`config.mk`:
```
export PLATFORM = sky130hd
export DESIGN_NAME = mvm_seq_ctrl
export DESIGN_NICKNAME = d
export VERILOG_FILES = /design/src/rtl/mvm_seq_ctrl.sv
export SDC_FILE = /design/constraint.sdc
export NUM_CORES = 1
export LEC_CHECK = 0
export CAP_MARGIN = 20
export CORE_ASPECT_RATIO = 0.9
export CORE_MARGIN = 4
export CORE_UTILIZATION = 45
export CTS_BUF_LIST = sky130_fd_sc_hd__clkbuf_8
export DETAILED_ROUTE_END_ITERATION = 12
export GPL_ROUTABILITY_DRIVEN = 1
export HOLD_SLACK_MARGIN = 0.05
export PLACE_DENSITY_LB_ADDON = 0.2
export SLEW_MARGIN = 20
export SYNTH_ARGS = -nofsm -noshare
export SYNTH_HDL_FRONTEND = slang
export SYNTH_SLANG_ARGS = --single-unit
```
`constraint.sdc`:
```
create_clock -name clk -period 2.8 [get_ports clk]
set_input_delay 0.56 -clock clk [delete_from_list [all_inputs] [get_ports clk]]
set_output_delay 0.56 -clock clk [all_outputs]
set_load 0.03 [all_outputs]
```
`src/rtl/mvm_seq_ctrl.sv`:
```
// mvm_seq_ctrl
//   Sequencer for one matrix-vector multiply on a XBAR_SIZE-row crossbar.
//   It walks the rows in order. For each row it fetches the activation. A
//   zero activation (skip=1) ends the row at once. Any other row goes through
//   READ, CALC and SUM, one cycle each. After the last row the sequencer
//   pulses DONE. From IDLE it can also run a single weight-programming cycle
//   (PROG).
//
// Ports
//   clk          : clock; all state changes happen on its rising edge
//   reset        : synchronous reset, active high
//   start        : request an MVM; looked at only in IDLE
//   prog_req     : request a weight write; looked at only in IDLE; wins over start
//   abort        : cancel an MVM that is running (READY..SUM)
//   skip         : the activation of the current row is zero; looked at only in FETCH
//   get_ready    : clear strobe to the datapath (READY)
//   fetch        : activation fetch strobe (FETCH)
//   rd_en        : weight-row read strobe (READ)
//   calc         : multiply strobe (CALC)
//   up_sum       : accumulate strobe (SUM)
//   prog_wt      : weight-memory write strobe (PROG)
//   mvm_done     : output-latch strobe to the datapath (DONE)
//   counter      : index of the current row
//   busy         : high in every state except IDLE
//   done         : one-cycle completion pulse to the requester (DONE)
//   o_dbg_state  : raw FSM state, for debug and checkers
//
// Handshake: start and prog_req are level-sampled requests. They are taken
// only on an edge where busy=0, and they are never queued. done is a
// single-cycle pulse with no back-pressure.

module mvm_seq_ctrl #(
  parameter int XBAR_SIZE = 128,
  parameter int N_SIZE    = 7
) (
  input  logic              clk,
  input  logic              reset,
  input  logic              start,
  input  logic              prog_req,
  input  logic              abort,
  input  logic              skip,
  output logic              get_ready,
  output logic              fetch,
  output logic              rd_en,
  output logic              calc,
  output logic              up_sum,
  output logic              prog_wt,
  output logic              mvm_done,
  output logic [N_SIZE-1:0] counter,
  output logic              busy,
  output logic              done,
  output logic [2:0]        o_dbg_state
);

  typedef enum logic [2:0] {
    S_IDLE  = 3'd0,
    S_PROG  = 3'd1,
    S_READY = 3'd2,
    S_FETCH = 3'd3,
    S_READ  = 3'd4,
    S_CALC  = 3'd5,
    S_SUM   = 3'd6,
    S_DONE  = 3'd7
  } state_t;

  localparam logic [N_SIZE-1:0] LAST_ROW = N_SIZE'(XBAR_SIZE - 1);

  state_t              r_state;
  state_t              w_next_state;
  logic [N_SIZE-1:0]   r_counter;
  logic [N_SIZE-1:0]   w_next_counter;
  logic                w_last_row;

  assign w_last_row = (r_counter == LAST_ROW);

  // State register. The row counter lives here too because it moves only
  // together with state transitions.
  always_ff @(posedge clk) begin
    if (reset) begin
      r_state   <= S_IDLE;
      r_counter <= '0;
    end else begin
      r_state   <= w_next_state;
      r_counter <= w_next_counter;
    end
  end

  // Next-state and next-counter logic. Abort is checked first in READY..SUM,
  // so it also beats the end-of-row step on the last row. On abort the
  // counter keeps its value.
  always_comb begin
    w_next_state   = r_state;
    w_next_counter = r_counter;
    case (r_state)
      S_IDLE: begin
        if (prog_req) begin
          w_next_state = S_PROG;
        end else if (start) begin
          w_next_state   = S_READY;
          w_next_counter = '0;
        end
      end
      S_PROG: w_next_state = S_IDLE;
      S_READY: begin
        if (abort) begin
          w_next_state = S_IDLE;
        end else begin
          w_next_state   = S_FETCH;
          w_next_counter = '0;
        end
      end
      S_FETCH: begin
        if (abort) begin
          w_next_state = S_IDLE;
        end else if (!skip) begin
          w_next_state = S_READ;
        end else if (w_last_row) begin
          w_next_state = S_DONE;
        end else begin
          w_next_state   = S_FETCH;
          w_next_counter = r_counter + N_SIZE'(1);
        end
      end
      S_READ:  w_next_state = abort ? S_IDLE : S_CALC;
      S_CALC:  w_next_state = abort ? S_IDLE : S_SUM;
      S_SUM: begin
        if (abort) begin
          w_next_state = S_IDLE;
        end else if (w_last_row) begin
          w_next_state = S_DONE;
        end else begin
          w_next_state   = S_FETCH;
          w_next_counter = r_counter + N_SIZE'(1);
        end
      end
      S_DONE:  w_next_state = S_IDLE;
      default: w_next_state = S_IDLE;
    endcase
  end

  // Outputs are decoded one-hot from the state, so at most one datapath
  // strobe can be active in any cycle.
  always_comb begin
    get_ready = 1'b0;
    fetch     = 1'b0;
    rd_en     = 1'b0;
    calc      = 1'b0;
    up_sum    = 1'b0;
    prog_wt   = 1'b0;
    mvm_done  = 1'b0;
    done      = 1'b0;
    case (r_state)
      S_PROG:  prog_wt   = 1'b1;
      S_READY: get_ready = 1'b1;
      S_FETCH: fetch     = 1'b1;
      S_READ:  rd_en     = 1'b1;
      S_CALC:  calc      = 1'b1;
      S_SUM:   up_sum    = 1'b1;
      S_DONE: begin
        mvm_done = 1'b1;
        done     = 1'b1;
      end
      default: ;
    endcase
  end

  assign busy        = (r_state != S_IDLE);
  assign counter     = r_counter;
  assign o_dbg_state = r_state;

endmodule

```
==> results.json, run 1 <==
{
  "initialDrtViolationCount": 21,
  "ant_nets": 0,
  "worstPathRequired_ns": 2.24,
  "area_delta_synth_final_pct": 42.31,
  "numCtsBuffers": 3,
  "cts_buffer_depth": 2,
  "vdd_drop_max_mv": 0.4179,
  "fin_cells": 119,
  "critPathTopFamily": "buffers and inverters",
  "synth_nets": 87,
  "worstPathArrival_ns": 1.79,
  "grt.overflow.total": 0,
  "setup_ws_ns": 0.4518,
  "cap_viol_max_count": 0,
  "synth_cell_types": 39,
  "finalHoldViolations": 0,
  "firstDrtPassIters": 4,
  "htree_levels": 1,
  "port_buffers": 24,
  "cts_setup_buffers": 0,
  "grt_pass1_wl_um": 2649,
  "postSynthCellCount": 80,
  "period_share_pct": 83.86,
  "cts_sinks": 10,
  "wl_met3_um": 138,
  "boundaryPins": 25,
  "critical_path_buf_inv_count": 1,
  "worst_slew_pin_slew_ns": 0.4884,
  "dp.cells": 115,
  "status": "complete, no violations",
  "multi_input_area_sq_um": 435.4,
  "final_common_cell": "clkdlybuf4s50_1",
  "async_flop_share_pct": 0,
  "dieHeight_um": 44.97,
  "slew-limit-headroom_pct": 67.39,
  "stdcell_area_sq_um": 972.2,
  "leakage_nw": 0.3868,
  "synth-edff-count": 0,
  "clk_latency_ns": 0.23,
  "die_w_um": 49.07,
  "first_global_vias": 620,
  "cts.repair.resized": 0,
  "via_per_inst": 5.866,
  "fin_skew_ns": 0.003489,
  "worstPathCellList": "nor3b_1 -> clkdlybuf4s50_1",
  "cts_tree": "done",
  "yosysWarnings": 0,
  "gp_congestion": 0.8647,
  "rows": 13,
  "routedWlPerCell_um": 12.88,
  "rsz0062_at_grt": "no",
  "placed_area_sq_um": 917.1,
  "dr.max_layer_used": "met4",
  "postCtsHoldBufs": 0,
  "ys_seq_area_share_pct": 29.30,
  "hold_ws_ns": 0.5206,
  "dp_hpwl_um": 1210,
  "crit_type": "flop to output port",
  "initial_core_util_pct": 47.73,
  "wl_um": 1533,
  "synth_top_area_share_pct": 29.30,
  "setup.worst_path.start_class": "flop",
  "powerDensity_nw_per_um2": 467.2,
  "synth.largest_area_cell": "dfxtp_1",
  "slowest_delay_ns": 0.70,
  "nNetsFinal": 112,
  "path_clk_slew_ns": 0.05,
  "final_cell_mix": "clkdlybuf4s50_1, dfxtp_1, and3_1",
  "syn_avg_cell_area_sq_um": 8.539,
  "dr_wl_met2_um": 666,
  "crit_fanout": 17,
  "antenna_found_initial": 0,
  "antenna_cells": 0,
  "synthFlopType": "dfxtp_1",
  "grt_max_degree": 18,
  "critPathSlowestCell": "clkdlybuf4s50_1",
  "fill_cells": 116,
  "fmax_ghz": 0.4259,
  "place_ws_ns": 0.6939,
  "drv_slew": 0,
  "setup_viol": 0,
  "globalRouteTotalUtil_pct": 15.15,
  "utilization_pct": 67.92,
  "dieArea_sq_um": 2206,
  "cts_root_buffer": "clkbuf_8",
  "m1WireLength_um": 721,
  "min_path_type": "flop to flop",
  "period_needed_ns": 2.348,
  "syn_area_sq_um": 683.2,
  "power.total_mw": 0.4543,
  "end_kind": "output port",
  "drive_above_1_share_pct": 13.46,
  "seqCellArea_sq_um": 200.2,
  "synth_seq_cells": 10,
  "tns_ns": 0,
  "drc": 0,
  "coreArea_sq_um": 1431,
  "synth_area_leaders": "dfxtp_1, and3_1, a31oi_1",
  "vias": 698
}
registers in the layout (all words and copies together) (netlist names):
signal / cells
counter: 7
o_dbg_state: 3
per-layer routing:
metal | track usage (%) | vias up
li1 | - | 346
met1 | 19.88 | 322
met2 | 23.14 | 28
met3 | 6.601 | 2
met4 | 3.226 | 0
met5 | 0 | -
cell type report:
cell class,instances,share of cell area [%]
Multi-Input combinational cell,61,44.79
Timing Repair Buffer,25,25.48
Sequential cell,10,20.59
Clock buffer,4,5.663
Tap cell,15,1.931
Inverter,4,1.544
final timing paths:
kind                                             startpoint                       to  slack (ns)  cells after the start
worst max-delay path            o_dbg_state[0]$_SDFFE_PP0P_                  prog_wt        0.45                      2
worst min-delay path                counter[5]$_SDFFE_PP0P_  counter[5]$_SDFFE_PP0P_        0.52                      1
worst max register to register  o_dbg_state[0]$_SDFFE_PP0P_  counter[0]$_SDFFE_PP0P_        1.11                      4
worst min register to register      counter[5]$_SDFFE_PP0P_  counter[5]$_SDFFE_PP0P_        0.52                      1
cells in the mapped netlist, types with 4 or more instances:
master	count
dfxtp_1	10
inv_1	4
nor2_1	5
o21ai_0	5
a31oi_1	5
nand2_1	4
and3_1	6
power breakdown:
part           internal, mW  switching (mW)  leakage (nW)  total, mW
combinational        0.0553          0.0660         0.277      0.121
sequential            0.147          0.0117        0.0810      0.159
clock                 0.123          0.0508        0.0288      0.174
logic make-up after synthesis:
logic type               after synthesis  synth area share [%]
buffers and inverters                  9                 6.959
AND/OR/NAND/NOR                       29                 25.82
AO/OA/AOI/OAI                         29                 33.15
adder cells (fa/ha/maj)                1                 1.831
XOR/XNOR                               1                 1.282
flip-flops                            10                 29.30
multiplexers                           1                 1.648
Note: power is estimated with default switching activity, not from simulation.
==> run 2, diff against run 1 <==
Settings changed: CORE_UTILIZATION 45 to 41.
Clock period 2.8 ns to 2.04 ns, I/O delays scaled along.
==> run 2 against run 1 <==
Net effect:
- clock power increased by 39%
- combinational power rose by 44%
- critical path type unchanged
- critical endpoint is now get_ready
- sequential power is 38% higher
- die area increased by 8.1%
- worst setup slack worse by 0.38 ns
- routed wire length grew 5.1%
- first-iteration DRC count grew 33%
- final cell count is 6.7% higher
- global-route usage is 0.21 points higher
- design area rose by 3.7%
==> results.json, run 2 (synthesis results as in run 1) <==
{
  "final_cell_mix": "clkdlybuf4s50_1, dfxtp_1, and3_1",
  "worst_slew_pin_slew_ns": 0.4088,
  "area_delta_synth_final_pct": 47.62,
  "setup_viol": 0,
  "fin_skew_ns": 0.002293,
  "dieArea_sq_um": 2384,
  "routedWlPerCell_um": 12.69,
  "seqCellArea_sq_um": 203.9,
  "boundaryPins": 25,
  "clk_latency_ns": 0.23,
  "vias": 692,
  "postCtsHoldBufs": 0,
  "rsz0062_at_grt": "no",
  "p_clk_share_pct": 38.1,
  "largest_reg_flops": 7,
  "period_share_pct": 96.38,
  "setup.worst_path.start_class": "flop",
  "fin_cells": 127,
  "antenna_cells": 0,
  "crit_type": "flop to output port",
  "fill_cells": 128,
  "numCtsBuffers": 3,
  "crit_fanout": 14,
  "grt_pass1_wl_um": 2691,
  "cts_root_buffer": "clkbuf_8",
  "cts_tree": "done",
  "place_ws_ns": 0.1108,
  "final_common_cell": "clkdlybuf4s50_1",
  "antenna_found_initial": 0,
  "period_needed_ns": 1.966,
  "worstPathRequired_ns": 1.63,
  "switching_share_pct": 29.05,
  "utilization_pct": 66.67,
  "placed_area_sq_um": 935.9,
  "via_per_inst": 5.449,
  "grt.overflow.total": 0,
  "vdd_drop_max_mv": 0.6614,
  "finalHoldViolations": 0,
  "drive_above_1_share_pct": 20.00,
  "wl_um": 1611,
  "initialDrtViolationCount": 28,
  "cts_sinks": 10,
  "combPwrFrac_pct": 27.4,
  "dp_hpwl_um": 1244,
  "cts.repair.resized": 3,
  "dieHeight_um": 46.73,
  "htree_levels": 1,
  "intPower_mw": 0.4516,
  "rows": 13,
  "multi_input_area_sq_um": 445.4,
  "globalRouteTotalUtil_pct": 15.36,
  "gp_congestion": 0.8324,
  "path_clk_slew_ns": 0.05,
  "stdcell_area_sq_um": 1008,
  "pwr-share-seq_pct": 34.6,
  "setup_ws_ns": 0.07386,
  "first_global_vias": 629,
  "ant_nets": 0,
  "min_path_type": "flop to flop",
  "switchingPower_mw": 0.1849,
  "drv_slew": 0,
  "powerDensity_nw_per_um2": 631.1,
  "initial_core_util_pct": 45.16,
  "slew-limit-headroom_pct": 72.66,
  "end_kind": "output port",
  "firstDrtPassIters": 4,
  "coreArea_sq_um": 1513,
  "dp.cells": 123,
  "grt_max_degree": 15,
  "worstPathArrival_ns": 1.56,
  "leakage_nw": 0.4784,
  "fmax_ghz": 0.5086,
  "drc": 0,
  "nNetsFinal": 113,
  "cap_viol_max_count": 0,
  "cts_buffer_depth": 2,
  "port_buffers": 24,
  "status": "complete, no violations",
  "cts_setup_buffers": 0,
  "tns_ns": 0,
  "die_w_um": 51.03
}
[run 2: worst max-delay path, cell delays in order, from the launching register on]
cell	delay, ns
dfxtp_2	0.39
nand2b_4	0.18
nor2_1	0.08
clkdlybuf4s50_1	0.67
[run 2: worst paths after layout]
check,start,depth (start not counted),to,slack [ns]
hold / removal,counter[2]$_SDFFE_PP0P_,1,counter[2]$_SDFFE_PP0P_,0.52
setup / recovery,o_dbg_state[2]$_SDFFE_PP0P_,3,get_ready,0.07
hold reg to reg,counter[2]$_SDFFE_PP0P_,1,counter[2]$_SDFFE_PP0P_,0.52
setup reg to reg,counter[0]$_SDFFE_PP0P_,5,counter[0]$_SDFFE_PP0P_,0.39
[run 2: final cells by class]
| type | instances | area share [%] |
|---|---|---|
| Clock buffer | 4 | 5.459 |
| Inverter | 4 | 1.489 |
| Multi-Input combinational cell | 61 | 44.17 |
| Sequential cell | 10 | 20.22 |
| Tap cell | 22 | 2.730 |
| Timing Repair Buffer | 26 | 25.93 |
[run 2: stage by stage]
stage	hold slack, ns	total power [mW]
after floorplan	0.4804	0.3348
after global placement	0.5095	0.3939
after detailed placement	0.5004	0.3954
after CTS	0.5142	0.6415
after global routing	0.5406	0.6756
final	0.5159	0.6365
[run 2: routing by layer]
metal	routed length, um	track usage [%]
met3	149	7.120
met1	785	20.58
met4	0	4.839
met2	676	21.85
met5	0	0
[run 2: power by group through the flow]
stage / logic, mW / clock network [mW] / registers (mW)
after floorplan: 0.111 / 0 / 0.224
after global placement: 0.173 / 0 / 0.221
after detailed placement: 0.174 / 0 / 0.221
after CTS: 0.173 / 0.250 / 0.218
after global routing: 0.186 / 0.268 / 0.221
final: 0.174 / 0.242 / 0.220
==> run 3, diff against run 2 <==
Settings changed: MAX_ROUTING_LAYER set to met4.
==> run 3 against run 2 <==
Net effect:
- clock skew increased by 0.0010 ns
- critical path depth is the same
- die area unchanged
- utilization did not move
- total power barely moved
- design area is the same
- clock-buffer cell count did not move
- critical endpoint unchanged
==> results.json, run 3 (synthesis results as in run 1) <==
{
  "drc": 0,
  "final_common_cell": "clkdlybuf4s50_1",
  "r2r_start": "counter[0]$_SDFFE_PP0P_",
  "powerDensity_nw_per_um2": 631.6,
  "period_needed_ns": 1.965,
  "startpoint": "o_dbg_state[2]$_SDFFE_PP0P_",
  "fmax_ghz": 0.5088,
  "initial_core_util_pct": 45.16,
  "coreArea_sq_um": 1513,
  "antenna_found_initial": 0,
  "cts_setup_buffers": 0,
  "leakage_nw": 0.4784,
  "htree_levels": 1,
  "rr_worst_depth": 5,
  "cts_root_buffer": "clkbuf_8",
  "routedWlPerCell_um": 12.78,
  "via_per_inst": 5.512,
  "worstPathArrival_ns": 1.56,
  "fin_cells": 127,
  "min_path_type": "flop to flop",
  "period_share_pct": 96.35,
  "dieArea_sq_um": 2384,
  "area_delta_synth_final_pct": 47.62,
  "worst_slew_pin_slew_ns": 0.4098,
  "worstPathRequired_ns": 1.63,
  "die_w_um": 51.03,
  "final_cell_mix": "clkdlybuf4s50_1, dfxtp_1, and3_1",
  "reg2reg_to": "counter[0]$_SDFFE_PP0P_",
  "slowest_delay_ns": 0.67,
  "port_buffers": 24,
  "end_kind": "output port",
  "globalRouteTotalUtil_pct": 15.88,
  "setup_viol": 0,
  "antenna_cells": 0,
  "numCtsBuffers": 3,
  "postCtsHoldBufs": 0,
  "initialDrtViolationCount": 26,
  "firstDrtPassIters": 4,
  "fill_cells": 128,
  "cts_sinks": 10,
  "slew-limit-headroom_pct": 72.59,
  "critPathSlowestCell": "clkdlybuf4s50_1",
  "status": "complete, no violations",
  "vias": 700,
  "dp.cells": 123,
  "wl_um": 1623,
  "grt_max_degree": 15,
  "critical_path_buf_inv_count": 1,
  "ant_nets": 0,
  "place_ws_ns": 0.1108,
  "critPathTopFamily": "buffers and inverters",
  "nNetsFinal": 113,
  "crit_fanout": 14,
  "cts_buffer_depth": 2,
  "cap_viol_max_count": 0,
  "vdd_drop_max_mv": 0.6593,
  "crit_type": "flop to output port",
  "setup.worst_path.start_class": "flop",
  "gp_congestion": 0.8452,
  "rsz0062_at_grt": "no",
  "power.total_mw": 0.6369,
  "first_global_vias": 630,
  "cp.depth": 3,
  "rows": 13,
  "cts.repair.resized": 3,
  "setup_ws_ns": 0.07451,
  "critical_path.endpoint": "get_ready",
  "reg2reg_slack_ns": 0.38,
  "largest_reg_flops": 7,
  "path_clk_slew_ns": 0.04,
  "finalHoldViolations": 0,
  "utilization_pct": 66.67,
  "boundaryPins": 25,
  "drive_above_1_share_pct": 20.00,
  "clk_latency_ns": 0.23,
  "dp_hpwl_um": 1244,
  "dieHeight_um": 46.73,
  "tns_ns": 0,
  "cts_tree": "done",
  "drv_slew": 0,
  "grt_pass1_wl_um": 2684,
  "grt.overflow.total": 0,
  "worstPathCellList": "nand2b_4 -> nor2_1 -> clkdlybuf4s50_1",
  "fin_skew_ns": 0.003327
}
-- run 3: cell counts in the layout (fill, tap and decap cells not counted) --
No cell type changed its count.
-- run 3: metal layers --
metal | vias up | part of all wire (%) | global-route usage, %
li1 | 354 | - | -
met4 | 0 | 0 | 4.839
met5 | - | 0 | -
met1 | 318 | 50 | 20.77
met2 | 28 | 43 | 21.85
met3 | 0 | 7.1 | 6.796
-- run 3: layout make-up --
class,instances,area [sq um],area share (%)
repair buffers,26,261.5,25.93
well taps,22,27.53,2.730
inverters,4,15.01,1.489
flip-flops and latches,10,203.9,20.22
multi-input cells,61,445.4,44.17
clock buffers,4,55.05,5.459
-- run 3: worst min path at each step --
stage,start,cells past startpoint,to
finish,counter[5]$_SDFFE_PP0P_,1,counter[5]$_SDFFE_PP0P_
global route,counter[5]$_SDFFE_PP0P_,1,counter[5]$_SDFFE_PP0P_
CTS,counter[2]$_SDFFE_PP0P_,1,counter[2]$_SDFFE_PP0P_
detailed placement,counter[5]$_SDFFE_PP0P_,1,counter[5]$_SDFFE_PP0P_
global placement,counter[2]$_SDFFE_PP0P_,1,counter[2]$_SDFFE_PP0P_
floorplan,reset,1,o_dbg_state[0]$_SDFFE_PP0P_
-- run 3: per-stage QoR --
step                instance area (sq um)  hold slack, ns
finish                               1008          0.5181
global route                         1008          0.5406
CTS                                 992.2          0.5142
detailed placement                  935.9          0.5004
global placement                    935.9          0.5095
floorplan                           688.2          0.4804
-- run 3: power by group --
part / internal (mW) / switching [mW] / leakage [nW]
Combinational: 0.0788 / 0.0954 / 0.368
Clock: 0.169 / 0.0735 / 0.0288
Sequential: 0.204 / 0.0165 / 0.0821
